===== src/rtl/axis_traffic_gen_pkg.sv =====
// axis_traffic_gen_pkg
//    Shared types and helpers for the AXIS traffic generator.
//    - state_t          : generator FSM states
//    - PRBS_* constants : PRBS-31 (x^31 + x^28 + 1) taps and start seed
//    - keep_mask()      : LSB-contiguous byte-enable mask for n kept bytes
//    - prbs_next_byte() : advances the PRBS register 8 bits, returns byte + new state
package axis_traffic_gen_pkg;

   typedef enum logic [1:0] {
      ST_IDLE = 2'd0,
      ST_SEND = 2'd1,
      ST_GAP  = 2'd2
   } state_t;

   localparam logic [30:0] PRBS_SEED   = 31'h7FFF_FFFF;
   localparam int unsigned PRBS_TAP_HI = 30;   // x^31
   localparam int unsigned PRBS_TAP_LO = 27;   // x^28

   // Widest tkeep the keep_mask helper can describe.
   localparam int unsigned MAX_KEEP = 64;

   typedef struct packed {
      logic [7:0]  data;
      logic [30:0] state;
   } prbs_byte_t;

   function automatic logic [MAX_KEEP-1:0] keep_mask(input int unsigned n);
      logic [MAX_KEEP-1:0] m;
      m = '0;
      for (int unsigned i = 0; i < MAX_KEEP; i++) begin
         if (i < n) m[i] = 1'b1;
      end
      return m;
   endfunction

   // Fibonacci form; the first generated bit lands in data[7].
   function automatic prbs_byte_t prbs_next_byte(input logic [30:0] s);
      prbs_byte_t r;
      logic       fb;
      r.state = s;
      r.data  = '0;
      for (int i = 0; i < 8; i++) begin
         fb      = r.state[PRBS_TAP_HI] ^ r.state[PRBS_TAP_LO];
         r.state = {r.state[29:0], fb};
         r.data  = {r.data[6:0], fb};
      end
      return r;
   endfunction

endpackage


===== src/rtl/axis_int.sv =====
// AXIS_int
//    AXI4-Stream bundle. DATA_BYTES byte lanes, USER_WIDTH tuser bits.
//    clk travels with the bundle and is driven by the master.
//    Master modport: drives clk/tvalid/tdata/tkeep/tlast/tuser, receives tready.
//    Slave modport : the mirror image.
interface AXIS_int #(
   parameter int DATA_BYTES = 4,
   parameter int USER_WIDTH = 1
);
   logic                      clk;
   logic                      tvalid;
   logic                      tready;
   logic [8*DATA_BYTES-1:0]   tdata;
   logic [DATA_BYTES-1:0]     tkeep;
   logic                      tlast;
   logic [USER_WIDTH-1:0]     tuser;

   modport Master (output clk, tvalid, tdata, tkeep, tlast, tuser, input tready);
   modport Slave  (input clk, tvalid, tdata, tkeep, tlast, tuser, output tready);
endinterface


===== src/rtl/axis_traffic_gen_pattern.sv =====
// axis_traffic_gen_pattern
//    Per-beat data pattern for the traffic generator. Lanes below keep_cnt
//    carry the running byte sequence (or PRBS-31 bytes when built with
//    AXIS_TRAFFIC_GEN_PRBS_EN and prbs_sel=1); lanes at or above keep_cnt are 0.
//    The pattern state advances by keep_cnt bytes on each accepted beat.
// Ports
//    clk       in   clock
//    sreset    in   synchronous reset, active-high
//    init      in   restart the pattern (run start)
//    prbs_sel  in   select PRBS bytes (only meaningful with AXIS_TRAFFIC_GEN_PRBS_EN)
//    advance   in   current beat accepted
//    keep_cnt  in   kept bytes in the current beat
//    data      out  current beat tdata
module axis_traffic_gen_pattern
   import axis_traffic_gen_pkg::*;
#(
   parameter int DATA_BYTES = 4,
   parameter int KEEP_CNT_W = 3
) (
   input  logic                    clk,
   input  logic                    sreset,
   input  logic                    init,
   input  logic                    prbs_sel,
   input  logic                    advance,
   input  logic [KEEP_CNT_W-1:0]   keep_cnt,
   output logic [8*DATA_BYTES-1:0] data
);

   logic [7:0]              seq_q;
   logic [8*DATA_BYTES-1:0] data_inc;

   // Only the low byte of the stream sequence is ever visible on the bus.
   always_ff @(posedge clk) begin
      if (sreset || init) begin
         seq_q <= '0;
      end else if (advance) begin
         seq_q <= seq_q + 8'(keep_cnt);
      end
   end

   always_comb begin
      data_inc = '0;
      for (int i = 0; i < DATA_BYTES; i++) begin
         if (i < int'(keep_cnt)) data_inc[8*i +: 8] = seq_q + 8'(i);
      end
   end

`ifdef AXIS_TRAFFIC_GEN_PRBS_EN
   logic [30:0]             lfsr_q;
   logic [30:0]             lfsr_next;
   logic [30:0]             lfsr_chain [DATA_BYTES+1];
   logic [8*DATA_BYTES-1:0] data_prbs;

   // Byte lanes are chained: lane i starts where lane i-1 left the register.
   always_comb begin
      prbs_byte_t pb;
      pb            = '0;
      data_prbs     = '0;
      lfsr_chain[0] = lfsr_q;
      lfsr_next     = lfsr_q;
      for (int i = 0; i < DATA_BYTES; i++) begin
         pb                = prbs_next_byte(lfsr_chain[i]);
         lfsr_chain[i+1]   = pb.state;
         if (i < int'(keep_cnt)) begin
            data_prbs[8*i +: 8] = pb.data;
            lfsr_next           = pb.state;
         end
      end
   end

   always_ff @(posedge clk) begin
      if (sreset || init) begin
         lfsr_q <= PRBS_SEED;
      end else if (advance) begin
         lfsr_q <= lfsr_next;
      end
   end

   assign data = prbs_sel ? data_prbs : data_inc;
`else
   logic unused_prbs_sel;
   assign unused_prbs_sel = prbs_sel;
   assign data            = data_inc;
`endif

endmodule


===== src/rtl/axis_traffic_gen.sv =====
// axis_traffic_gen
//    Programmable AXI-Stream frame source: frames of cfg_frame_len bytes,
//    cfg_gap_cycles idle cycles between frames, cfg_num_frames per run
//    (0 = run until stopped), tuser error marking on every cfg_err_every-th
//    frame. Optional PRBS-31 data pattern: define AXIS_TRAFFIC_GEN_PRBS_EN.
//
//    state | meaning
//    IDLE  | no run; waits for start_stb
//    SEND  | tvalid high, presenting beats of the current frame
//    GAP   | tvalid low, counting inter-frame idle cycles
//
// Ports
//    clk            in   clock (also driven onto axis.clk)
//    sreset         in   synchronous reset, active-high
//    axis           AXIS_int.Master generated stream
//    start_stb      in   begin a run (IDLE only)
//    stop_stb       in   graceful stop; the current frame always completes
//    cfg_frame_len  in   bytes per frame, 0 rejected
//    cfg_gap_cycles in   idle cycles between frames
//    cfg_num_frames in   frames per run, 0 = unbounded
//    cfg_err_every  in   mark every Nth frame as errored, 0 = never
//    cfg_prbs_sel   in   PRBS data when built with AXIS_TRAFFIC_GEN_PRBS_EN
//    busy           out  not IDLE
//    done_stb       out  one-cycle pulse at run end
//    cfg_err_stb    out  one-cycle pulse when a start is rejected
//    frames_sent    out  frames accepted since start
//    bytes_sent     out  kept bytes accepted since start
module axis_traffic_gen
   import axis_traffic_gen_pkg::*;
#(
   parameter int                     COUNT_WIDTH     = 32,
   parameter int                     LEN_WIDTH       = 16,
   parameter int                     GAP_WIDTH       = 16,
   parameter int                     TUSER_WIDTH     = 1,
   parameter logic [TUSER_WIDTH-1:0] TUSER_ERR_VALUE = TUSER_WIDTH'(1)
) (
   input  logic                   clk,
   input  logic                   sreset,
   AXIS_int.Master                axis,
   input  logic                   start_stb,
   input  logic                   stop_stb,
   input  logic [LEN_WIDTH-1:0]   cfg_frame_len,
   input  logic [GAP_WIDTH-1:0]   cfg_gap_cycles,
   input  logic [COUNT_WIDTH-1:0] cfg_num_frames,
   input  logic [15:0]            cfg_err_every,
   input  logic                   cfg_prbs_sel,
   output logic                   busy,
   output logic                   done_stb,
   output logic                   cfg_err_stb,
   output logic [COUNT_WIDTH-1:0] frames_sent,
   output logic [COUNT_WIDTH-1:0] bytes_sent
);

   localparam int DATA_BYTES = $bits(axis.tkeep);
   localparam int KEEP_CNT_W = $clog2(DATA_BYTES + 1);

   if (TUSER_WIDTH != $bits(axis.tuser)) begin : g_tuser_width_chk
      $error("axis_traffic_gen: TUSER_WIDTH does not match the interface USER_WIDTH");
   end
   if (DATA_BYTES > MAX_KEEP) begin : g_keep_width_chk
      $error("axis_traffic_gen: interface wider than keep_mask supports");
   end

   state_t                  state_q, state_d;
   logic [LEN_WIDTH-1:0]    len_q, bytes_left_q;
   logic [GAP_WIDTH-1:0]    gap_q, gap_cnt_q;
   logic [COUNT_WIDTH-1:0]  frames_left_q, frames_sent_q, bytes_sent_q;
   logic [15:0]             err_every_q, err_cnt_q;
   logic                    unbounded_q, stop_q, prbs_sel_q, done_q, cfg_err_q;

   logic                    in_send, hs, last_beat, frame_end, run_end;
   logic                    start_req, start_ok, start_bad, err_frame;
   logic [KEEP_CNT_W-1:0]   keep_cnt;
   logic [MAX_KEEP-1:0]     keep_mask_all;
   logic [8*DATA_BYTES-1:0] pat_data;

   assign axis.clk = clk;

   // Beat bookkeeping: bytes_left_q counts down through the frame, so the
   // last beat is simply the one with at most DATA_BYTES bytes remaining.
   always_comb begin
      in_send       = (state_q == ST_SEND);
      hs            = in_send && axis.tready;
      last_beat     = (bytes_left_q <= LEN_WIDTH'(DATA_BYTES));
      keep_cnt      = last_beat ? KEEP_CNT_W'(bytes_left_q) : KEEP_CNT_W'(DATA_BYTES);
      keep_mask_all = keep_mask(32'(keep_cnt));
      frame_end     = hs && last_beat;
      // A stop arriving on the tlast beat itself still ends the run there.
      run_end       = frame_end &&
                      ((!unbounded_q && frames_left_q == COUNT_WIDTH'(1)) || stop_q || stop_stb);
      start_req     = (state_q == ST_IDLE) && start_stb && !stop_stb;
      start_ok      = start_req && (cfg_frame_len != '0);
      start_bad     = start_req && (cfg_frame_len == '0);
      // err_cnt_q counts down to the next errored frame.
      err_frame     = (err_every_q != '0) && (err_cnt_q == 16'd1);
   end

   if (DATA_BYTES < MAX_KEEP) begin : g_keep_hi
      logic unused_keep_hi;
      assign unused_keep_hi = ^keep_mask_all[MAX_KEEP-1:DATA_BYTES];
   end

   always_ff @(posedge clk) begin
      if (sreset) begin
         state_q <= ST_IDLE;
      end else begin
         state_q <= state_d;
      end
   end

   always_comb begin
      state_d = state_q;
      case (state_q)
         ST_IDLE: begin
            if (start_ok) state_d = ST_SEND;
         end
         ST_SEND: begin
            if (frame_end) begin
               if (run_end)             state_d = ST_IDLE;
               else if (gap_q != '0)    state_d = ST_GAP;
               else                     state_d = ST_SEND;
            end
         end
         ST_GAP: begin
            if (stop_stb)                          state_d = ST_IDLE;
            else if (gap_cnt_q == GAP_WIDTH'(1))   state_d = ST_SEND;
         end
         default: state_d = ST_IDLE;
      endcase
   end

   always_comb begin
      busy        = (state_q != ST_IDLE);
      axis.tvalid = in_send;
      axis.tlast  = in_send && last_beat;
      axis.tkeep  = in_send ? keep_mask_all[DATA_BYTES-1:0] : '0;
      axis.tuser  = (in_send && last_beat && err_frame) ? TUSER_ERR_VALUE : '0;
      axis.tdata  = in_send ? pat_data : '0;
   end

   always_ff @(posedge clk) begin
      if (sreset) begin
         len_q         <= '0;
         bytes_left_q  <= '0;
         gap_q         <= '0;
         gap_cnt_q     <= '0;
         frames_left_q <= '0;
         frames_sent_q <= '0;
         bytes_sent_q  <= '0;
         err_every_q   <= '0;
         err_cnt_q     <= '0;
         unbounded_q   <= 1'b0;
         stop_q        <= 1'b0;
         prbs_sel_q    <= 1'b0;
         done_q        <= 1'b0;
         cfg_err_q     <= 1'b0;
      end else begin
         done_q    <= 1'b0;
         cfg_err_q <= start_bad;

         if (start_ok) begin
            len_q         <= cfg_frame_len;
            bytes_left_q  <= cfg_frame_len;
            gap_q         <= cfg_gap_cycles;
            frames_left_q <= cfg_num_frames;
            unbounded_q   <= (cfg_num_frames == '0);
            err_every_q   <= cfg_err_every;
            err_cnt_q     <= cfg_err_every;
            prbs_sel_q    <= cfg_prbs_sel;
            stop_q        <= 1'b0;
            frames_sent_q <= '0;
            bytes_sent_q  <= '0;
         end

         if (in_send && stop_stb) stop_q <= 1'b1;

         if (hs) begin
            bytes_sent_q <= bytes_sent_q + COUNT_WIDTH'(keep_cnt);
            if (last_beat) begin
               frames_sent_q <= frames_sent_q + COUNT_WIDTH'(1);
               frames_left_q <= frames_left_q - COUNT_WIDTH'(1);
               bytes_left_q  <= len_q;
               gap_cnt_q     <= gap_q;
               err_cnt_q     <= (err_cnt_q == 16'd1) ? err_every_q : err_cnt_q - 16'd1;
               if (run_end) begin
                  done_q <= 1'b1;
                  stop_q <= 1'b0;
               end
            end else begin
               bytes_left_q <= bytes_left_q - LEN_WIDTH'(DATA_BYTES);
            end
         end

         if (state_q == ST_GAP) begin
            if (stop_stb) done_q <= 1'b1;
            else          gap_cnt_q <= gap_cnt_q - GAP_WIDTH'(1);
         end
      end
   end

   axis_traffic_gen_pattern #(
      .DATA_BYTES (DATA_BYTES),
      .KEEP_CNT_W (KEEP_CNT_W)
   ) u_pattern (
      .clk      (clk),
      .sreset   (sreset),
      .init     (start_ok),
      .prbs_sel (prbs_sel_q),
      .advance  (hs),
      .keep_cnt (keep_cnt),
      .data     (pat_data)
   );

   assign done_stb    = done_q;
   assign cfg_err_stb = cfg_err_q;
   assign frames_sent = frames_sent_q;
   assign bytes_sent  = bytes_sent_q;

endmodule

===== src/flat_wrapper.sv =====
// flat-port wrapper written by rule: the top's interface ports become plain ports
module axis_traffic_gen_flat import axis_traffic_gen_pkg::*;
#(
   parameter int                     COUNT_WIDTH     = 32,
   parameter int                     LEN_WIDTH       = 16,
   parameter int                     GAP_WIDTH       = 16,
   parameter int                     TUSER_WIDTH     = 1,
   parameter logic [TUSER_WIDTH-1:0] TUSER_ERR_VALUE = TUSER_WIDTH'(1)
)
  (clk, sreset, start_stb, stop_stb, cfg_frame_len, cfg_gap_cycles, cfg_num_frames, cfg_err_every, cfg_prbs_sel, busy, done_stb, cfg_err_stb, frames_sent, bytes_sent, axis_clk, axis_tvalid, axis_tdata, axis_tkeep, axis_tlast, axis_tuser, axis_tready);
  AXIS_int axis_i ();
  input  logic clk;
  input  logic sreset;
  input  logic start_stb;
  input  logic stop_stb;
  input  logic [LEN_WIDTH-1:0] cfg_frame_len;
  input  logic [GAP_WIDTH-1:0] cfg_gap_cycles;
  input  logic [COUNT_WIDTH-1:0] cfg_num_frames;
  input  logic [15:0] cfg_err_every;
  input  logic cfg_prbs_sel;
  output logic busy;
  output logic done_stb;
  output logic cfg_err_stb;
  output logic [COUNT_WIDTH-1:0] frames_sent;
  output logic [COUNT_WIDTH-1:0] bytes_sent;
  output wire logic [$bits(axis_i.clk)-1:0] axis_clk;
  output wire logic [$bits(axis_i.tvalid)-1:0] axis_tvalid;
  output wire logic [$bits(axis_i.tdata)-1:0] axis_tdata;
  output wire logic [$bits(axis_i.tkeep)-1:0] axis_tkeep;
  output wire logic [$bits(axis_i.tlast)-1:0] axis_tlast;
  output wire logic [$bits(axis_i.tuser)-1:0] axis_tuser;
  input wire logic [$bits(axis_i.tready)-1:0] axis_tready;
  assign axis_clk = axis_i.clk;
  assign axis_tvalid = axis_i.tvalid;
  assign axis_tdata = axis_i.tdata;
  assign axis_tkeep = axis_i.tkeep;
  assign axis_tlast = axis_i.tlast;
  assign axis_tuser = axis_i.tuser;
  assign axis_i.tready = axis_tready;
  axis_traffic_gen #(.COUNT_WIDTH(COUNT_WIDTH), .LEN_WIDTH(LEN_WIDTH), .GAP_WIDTH(GAP_WIDTH), .TUSER_WIDTH(TUSER_WIDTH), .TUSER_ERR_VALUE(TUSER_ERR_VALUE)) u_core (.clk(clk), .sreset(sreset), .axis(axis_i), .start_stb(start_stb), .stop_stb(stop_stb), .cfg_frame_len(cfg_frame_len), .cfg_gap_cycles(cfg_gap_cycles), .cfg_num_frames(cfg_num_frames), .cfg_err_every(cfg_err_every), .cfg_prbs_sel(cfg_prbs_sel), .busy(busy), .done_stb(done_stb), .cfg_err_stb(cfg_err_stb), .frames_sent(frames_sent), .bytes_sent(bytes_sent));
endmodule

===== config.mk =====
export PLATFORM = sky130hd
export DESIGN_NAME = axis_traffic_gen_flat
export DESIGN_NICKNAME = d
export VERILOG_FILES = /design/src/rtl/axis_traffic_gen_pkg.sv /design/src/rtl/axis_int.sv /design/src/rtl/axis_traffic_gen_pattern.sv /design/src/rtl/axis_traffic_gen.sv /design/src/flat_wrapper.sv
export SDC_FILE = /design/constraint.sdc
export NUM_CORES = 1
export LEC_CHECK = 0
export ABC_CLOCK_PERIOD_IN_PS = 10800
export CAP_MARGIN = 10
export CORE_ASPECT_RATIO = 1.4
export CORE_MARGIN = 8
export CORE_UTILIZATION = 58
export DETAILED_ROUTE_END_ITERATION = 8
export HOLD_SLACK_MARGIN = 0.06
export PLACE_DENSITY_LB_ADDON = 0.15
export SLEW_MARGIN = 0
export SYNTH_ARGS = -nofsm -noshare
export SYNTH_HDL_FRONTEND = slang
export SYNTH_HIERARCHICAL = 1
export SYNTH_SLANG_ARGS = --single-unit

===== constraint.sdc =====
create_clock -name clk -period 10.8 [get_ports clk]
set_input_delay 2.16 -clock clk [delete_from_list [all_inputs] [get_ports clk]]
set_output_delay 2.16 -clock clk [all_outputs]
set_load 0.03 [all_outputs]

* Yosys cells after proc, flatten, opt, wreduce, memory -nomap -nowiden
Cells that the tools add are included.
Operators by class: add/subtract/negate cells 10, magnitude comparators 9, eq/ne operators 8, mux-type cells 48, reductions and logical operators 26
Operators by type and width (count):
- $mux W32 | 9
- $mux W16 | 11
- $reduce_bool A16 Y1 | 3
- $add A32 B1 Y32 const B | 1
- $add A32 B3 Y32 | 1
- $eq A16 B1 Y1 const B | 2
- $eq A32 B1 Y1 const B | 1
- $logic_not A32 Y1 | 1
- $mux W8 | 4
- $sub A16 B1 Y16 const B | 2
- $sub A32 B1 Y32 const B | 1
- $add A8 B2 Y8 const B | 2
- $le A16 B3 Y1 const B | 1
- $logic_not A16 Y1 | 1
- $sub A16 B3 Y16 const B | 1
- $mux W1 | 15
- $logic_and A1 B1 Y1 | 12
- $lt A1 B3 Y1 const A | 4
- $lt A2 B3 Y1 const A | 4
- $mux W2 | 6
- $add A8 B1 Y8 const B | 1
- $add A8 B3 Y8 | 1
- $pmux W2 S3 | 1
- $mux W4 | 1
- other kinds (10) | 15
Storage, ports and cells: bits in registers 206, output and inout port bits 107, word-level logic and storage cells 116

* Longest topological paths before layout
Gate-level depths: netlist (run 1).
depth after elaboration 10, gate-level depth with buffers 17, depth with buffers taken out 15

* By module
Netlist (run 1), hierarchy kept.
Modules (own cells, without submodules):
- axis_traffic_gen | times used 1, cells each 1339, area each 10268.6 um^2, sequential area each 3983.8 um^2
- axis_traffic_gen_pattern | times used 1, cells each 131, area each 925.9 um^2, sequential area each 160.2 um^2

==> results.md, run 1 <==
- Cts hold-fix bufs: 0
- Initial DRC Count: 871
- Setup crit start: clk
- ANT nets after route: 0
- Max FO, Critical Path: 2
- Footprint of the multi-input gates: 6530 µm²
- First-pass GRT wire length: 52.2 mm
- Min-Delay Path Class: reg2reg
- Slew Limit Headroom: ~38%
- Share of layout cells above drive strength 1: 5.89%
- CTS tree: yes
- Layout Cells excl Fill: roughly 1.9k
- Placer congestion estimate: 0.872
- Syn Nets: 1573
- Die H: 180 µm
- Ports: 193
- HP Start: u_core/len_q[9]$_SDFFE_PP0P_
- Cells after Synth: 1466
- Global-route usage over all layers: about a quarter
- Crit path launch type: clock port
- Routed len/inst: between 15 and 20 µm
- HPWL Detailed: around 22 mm
- R2r startpoint: u_core/state_q[0]$_SDFFE_PP0P_
- Slew Viols, Final: 0
- Power Density: 141 nW/µm²
- Crit. End Element: output port
- Status: completed
- Vias in the first global route: about 11k
- Fill count: between 1.5k and 2k
- Dpl ws: 2.68 ns
- DRC Markers: 0
- Die X: approximately 130 µm
- Vias per inst: roughly 6.1
- WHS Endpoint: u_core/len_q[9]$_SDFFE_PP0P_
- Clk slew on worst S/H paths: roughly 0.06 ns
- Initial antenna violation count: 0
- Cell Area, Synth: 11200 µm²
- Peak supply drop: around 0.16 mV
- Worst slew pin tran: approximately 0.9 ns
- Placed cells: 1821
- Initial Util: between 50% and 60%
- Endpoints failing setup: 0
- End of the worst register-to-register path: u_core/state_q[0]$_SDFFE_PP0P_
- Site Rows: 60
- Post-CTS resize count: 0
- Clock Latency Late Sink: 0.61 ns
- Mean Syn Cell Area: 7.61 µm²
- Diode count: 0
- Ys Warns: 6
- Min-Delay Path Depth: 2
- Clock skew: 0.0112 ns
- R2r setup slk: 5.57 ns
- Hold Fails Final Rpt: 0
- CP Class: clk2out
- Vias: 11.4k
- Critical Path AT: 6.23 ns
- Worst r2r path cells: 9
- Core Region: 19100 µm²
- RSZ-0062 raised after global routing: no
- Max-Cap Viols: 0
- Routed WL: 31.8 mm
- Gr ovfl total: 0
- Final worst setup slack: 2.41 ns
- Largest net degree at the start of global routing: 84
- Nets: 1706
- Die ar.: 24000 µm²
- Area grow syn2layout: 24.0%
- Accumulated negative setup slack: 0 ns
- Post-CTS setup buffers: 0
- Reg area: 4120 µm²
- Port bufs: about 190
- Required time worst endpoint: 8.64 ns
- Pleak: 0.00480 µW
- Pre-Repair DR Iteration Count: 5
[worst max-delay path, stage by stage]
cell and delay [ns]:
clkbuf_16 0.12, clkbuf_16 0.13, clkdlybuf4s50_1 0.58
[layer usage]
layer / vias to the layer above / track usage (%) / wire length [µm]
met2: 403 / 44.7 / 16100
met4: 0 / 12.3 / 1240
met5: - / 0 / 0
met3: 94 / 3.68 / 1820
li1: 5515 / - / -
met1: 5346 / 28.9 / 12700
[sequential cells by signal (all words and copies together) (netlist names), 2 cells and up]
name                    count
u_core/bytes_left_q        16
u_core/bytes_sent          32
u_core/err_cnt_q           16
u_core/err_every_q         16
u_core/frames_left_q       32
u_core/frames_sent         32
u_core/gap_cnt_q           16
u_core/gap_q               16
u_core/len_q               16
u_core/state_q              2
u_core/u_pattern/seq_q      8
[report_power, final]
group	switching (µW)	leakage (µW)	total, µW	internal (µW)
clock	312	0.000376	784	472
sequential	31.7	0.00167	821	790
combinational	208	0.00275	342	134
total	551	0.00480	1950	1400
[per-stage QoR]
step | hold WS (ns) | utilization (%) | cell area, µm² | total power (µW)
final | 0.454 | 72.6 | 13800 | 1950
after global routing | 0.473 | 72.6 | 13800 | 2040
after CTS | 0.452 | 72.6 | 13800 | 1960
after detailed placement | 0.443 | 68.6 | 13100 | 1190
after global placement | 0.439 | 68.6 | 13100 | 1180
after floorplan | 0.426 | - | 11200 | 1080
[worst max-delay path by stage]
stage / to / depth (start not counted) / slack, ns
2_1_floorplan: axis_clk / 1 / 3.10
3_3_place_gp: axis_clk / 1 / 2.68
6_report: axis_clk / 3 / 2.41
3_5_place_dp: axis_clk / 1 / 2.68
4_1_cts: axis_clk / 3 / 2.40
5_1_grt: axis_clk / 3 / 2.39
[cell type report]
cell class | count | area share, %
inverters | 39 | 1.06
clock buffers | 35 | 5.05
clock inverters | 6 | 0.452
multi-input cells | 1128 | 47.2
repair buffers | 199 | 14.2
flip-flops and latches | 206 | 29.8
well taps | 248 | 2.24
[cell usage in the layout (no fill, tap or decap), drive strengths merged, types with 4 or more instances in the layout]
cell             n
nor4            51
clkdlybuf4s50  190
o21bai           7
a221oi           4
o31ai           10
o21ai           53
mux2            12
inv             41
or3             26
nand3b           4
and4             6
a31oi           24
xnor2           32
a311oi           8
nand2b           5
nor2           129
a211oi          26
ha              19
nand2          221
and2            37
or2             19
nand4           24
nor2b            9
a21oi          149
o21a            11
and3            25
clkbuf          34
o311ai           5
nor3            45
a32oi            4
a22oi           12
dfxtp          206
or4             21
nand3           49
o211ai          18
xor2            20
buf             10
mux2i            9
Power figures use the tool's default switching activity.
==> run 2: changes to the inputs <==
ABC_CLOCK_PERIOD_IN_PS = 7700   (was 10800)
CORE_UTILIZATION = 49   (was 58)
clock period = 7.7 ns   (was 10.8 ns; I/O delays follow)
==> run 2 against run 1 <==
Compared with the run above: via count shrank 1.1%; final cell count grew 2.9%; power is 40% higher; design area grew 0.51%; non-clock buffer count grew 1; clock power up 40%; critical path type is now reg2out; largest cell class unchanged.
==> results.md, run 2 (same netlist as run 1, synthesis figures left out) <==
- Post-CTS setup buffers: 0
- Tmin final: 6.26 ns
- Largest net degree at the start of global routing: 81
- Reg area: 4120 µm²
- Placer congestion estimate: 0.836
- Clock skew: 0.0154 ns
- Crit path launch type: register
- Routed len/inst: 17.1 µm
- M1 wire length: approximately 13 mm
- Clk slew on worst S/H paths: 0.06 ns
- Vias in the first global route: 11.0k
- DR top layer: met4
- RSZ-0062 raised after global routing: no
- Clock Latency Late Sink: 0.63 ns
- Final worst setup slack: 1.44 ns
- Max FO, Critical Path: 22
- Port bufs: 191
- Fill count: 2075
- Die ar.: 27900 µm²
- Fmax: ~160 MHz
- Dpl ws: 1.75 ns
- Gr ovfl total: 0
- Pre-Repair DR Iteration Count: 6
- Crit path cell chain: ha_1 > or3b_2 > a211oi_1 > nand2_1 > buf_4 > nor2_1 > inv_1 > nor3_1 > nor2b_1 > and2_1 > clkdlybuf4s50_1
- Critical path's top delay family: simple AND/OR/NAND/NOR gates
- HPWL Detailed: 22.9 mm
- Share of layout cells above drive strength 1: 6.01%
- Site Rows: 65
- CP Class: reg2out
- Status: completed
- Commonest non-fill, non-tap cell in the layout: nand2_1
- Min-Delay Path Class: reg2reg
- Required time worst endpoint: 6.16 ns
- Initial antenna violation count: 0
- First-pass GRT wire length: between 50 and 60 mm
- Nets: ~1.7k
- Critical Path AT: 4.72 ns
- DRC Markers: 0
- Vias per inst: 5.86
- ANT nets after route: 0
- Accumulated negative setup slack: 0 ns
- Post-CTS resize count: 0
- Max-Cap Viols: 0
- Pleak: 0.00480 µW
- Initial Util: 49.7%
- Power Density: 197 nW/µm²
- Met2 WL: 16.5 mm
- Final Total Pwr: 2730 µW
- Placed cells: between 1.5k and 2k
- Slew Viols, Final: 0
- Diode count: 0
- Commonest non-fill, non-tap cells in the layout: nand2_1 (220), dfxtp_1 (206), clkdlybuf4s50_1 (190)
- Crit. End Element: output port
- Core Region: about 22000 µm²
- Tcrit/Tclk final: 81.3%
- Hold Fails Final Rpt: 0
- Routed WL: 32.8 mm
- Layout Cells excl Fill: 1915
- CTS tree: yes
- Cts hold-fix bufs: 0
- Global-route usage over all layers: a little under a quarter
- DR WL met3: between 1.5 and 2 mm
- Endpoints failing setup: 0
- Area grow syn2layout: 24.6%
- Footprint of the multi-input gates: 6530 µm²
- Slowest cell on the critical path: nor3_1
- Buffers & Inverters on Critical Path: 3
- Slew Limit Headroom: 33.1%
- Worst slew pin tran: 0.996 ns
- Ports: 193
- Die X: 144 µm
- Initial DRC Count: 753
- Die H: between 150 and 200 µm
- Vias: 11.2k
- Crit-path max cell delay: 0.77 ns
- Peak supply drop: 0.224 mV
run 2: cell count changes in the layout (fill, tap and decap cells not counted), moves of 2 or more:
cell,previous run,this run
inv_6,2,0
clkbuf_8,5,3
clkinv_2,3,5
clkinv_8,0,2
run 2: layer usage:
| metal | up-vias | GRT usage [%] |
|---|---|---|
| li1 | 5536 | - |
| met1 | 5305 | 27.2 |
| met2 | 317 | 40.7 |
| met3 | 73 | 2.82 |
| met4 | 0 | 8.95 |
| met5 | - | 0 |
run 2: power breakdown:
| group | switching [µW] | total [µW] | internal [µW] |
|---|---|---|---|
| Clock | 466 | 1100 | 632 |
| Combinational | 294 | 484 | 190 |
| Sequential | 44.1 | 1150 | 1110 |
run 2: tightest hold or removal path: cells and delay by family (launching register included):
kind / cells / cell delay [ns]
compound gates: 1 / 0.05
simple gates: 1 / 0.05
flops: 1 / 0.30
run 2: worst paths after layout:
kind                                        from                              to  slack (ns)  depth (start not counted)
min reg2reg         u_core/len_q[2]$_SDFFE_PP0P_    u_core/len_q[2]$_SDFFE_PP0P_        0.45                          2
max          u_core/bytes_left_q[2]$_SDFFE_PP0P_                   axis_tdata[2]        1.44                         11
min                 u_core/len_q[2]$_SDFFE_PP0P_    u_core/len_q[2]$_SDFFE_PP0P_        0.45                          2
max reg2reg       u_core/state_q[0]$_SDFFE_PP0P_  u_core/gap_cnt_q[6]$_SDFF_PP0_        2.53                          9
run 2: area by class of cell:
| type | instances | area share (%) |
|---|---|---|
| Clock inverter | 8 | 0.468 |
| Sequential cell | 206 | 29.7 |
| Clock buffer | 33 | 4.97 |
| Tap cell | 301 | 2.71 |
| Inverter | 39 | 1.05 |
| Multi-Input combinational cell | 1128 | 47.0 |
| Timing Repair Buffer | 200 | 14.2 |
run 2: stage by stage:
step                      utilization [%]  hold WS (ns)  area [µm²]
after floorplan                         -         0.426       11200
after global placement               58.6         0.439       13200
after detailed placement             58.6         0.445       13200
after CTS                            62.0         0.454       13900
after global routing                 62.0         0.467       13900
final                                62.0         0.452       13900
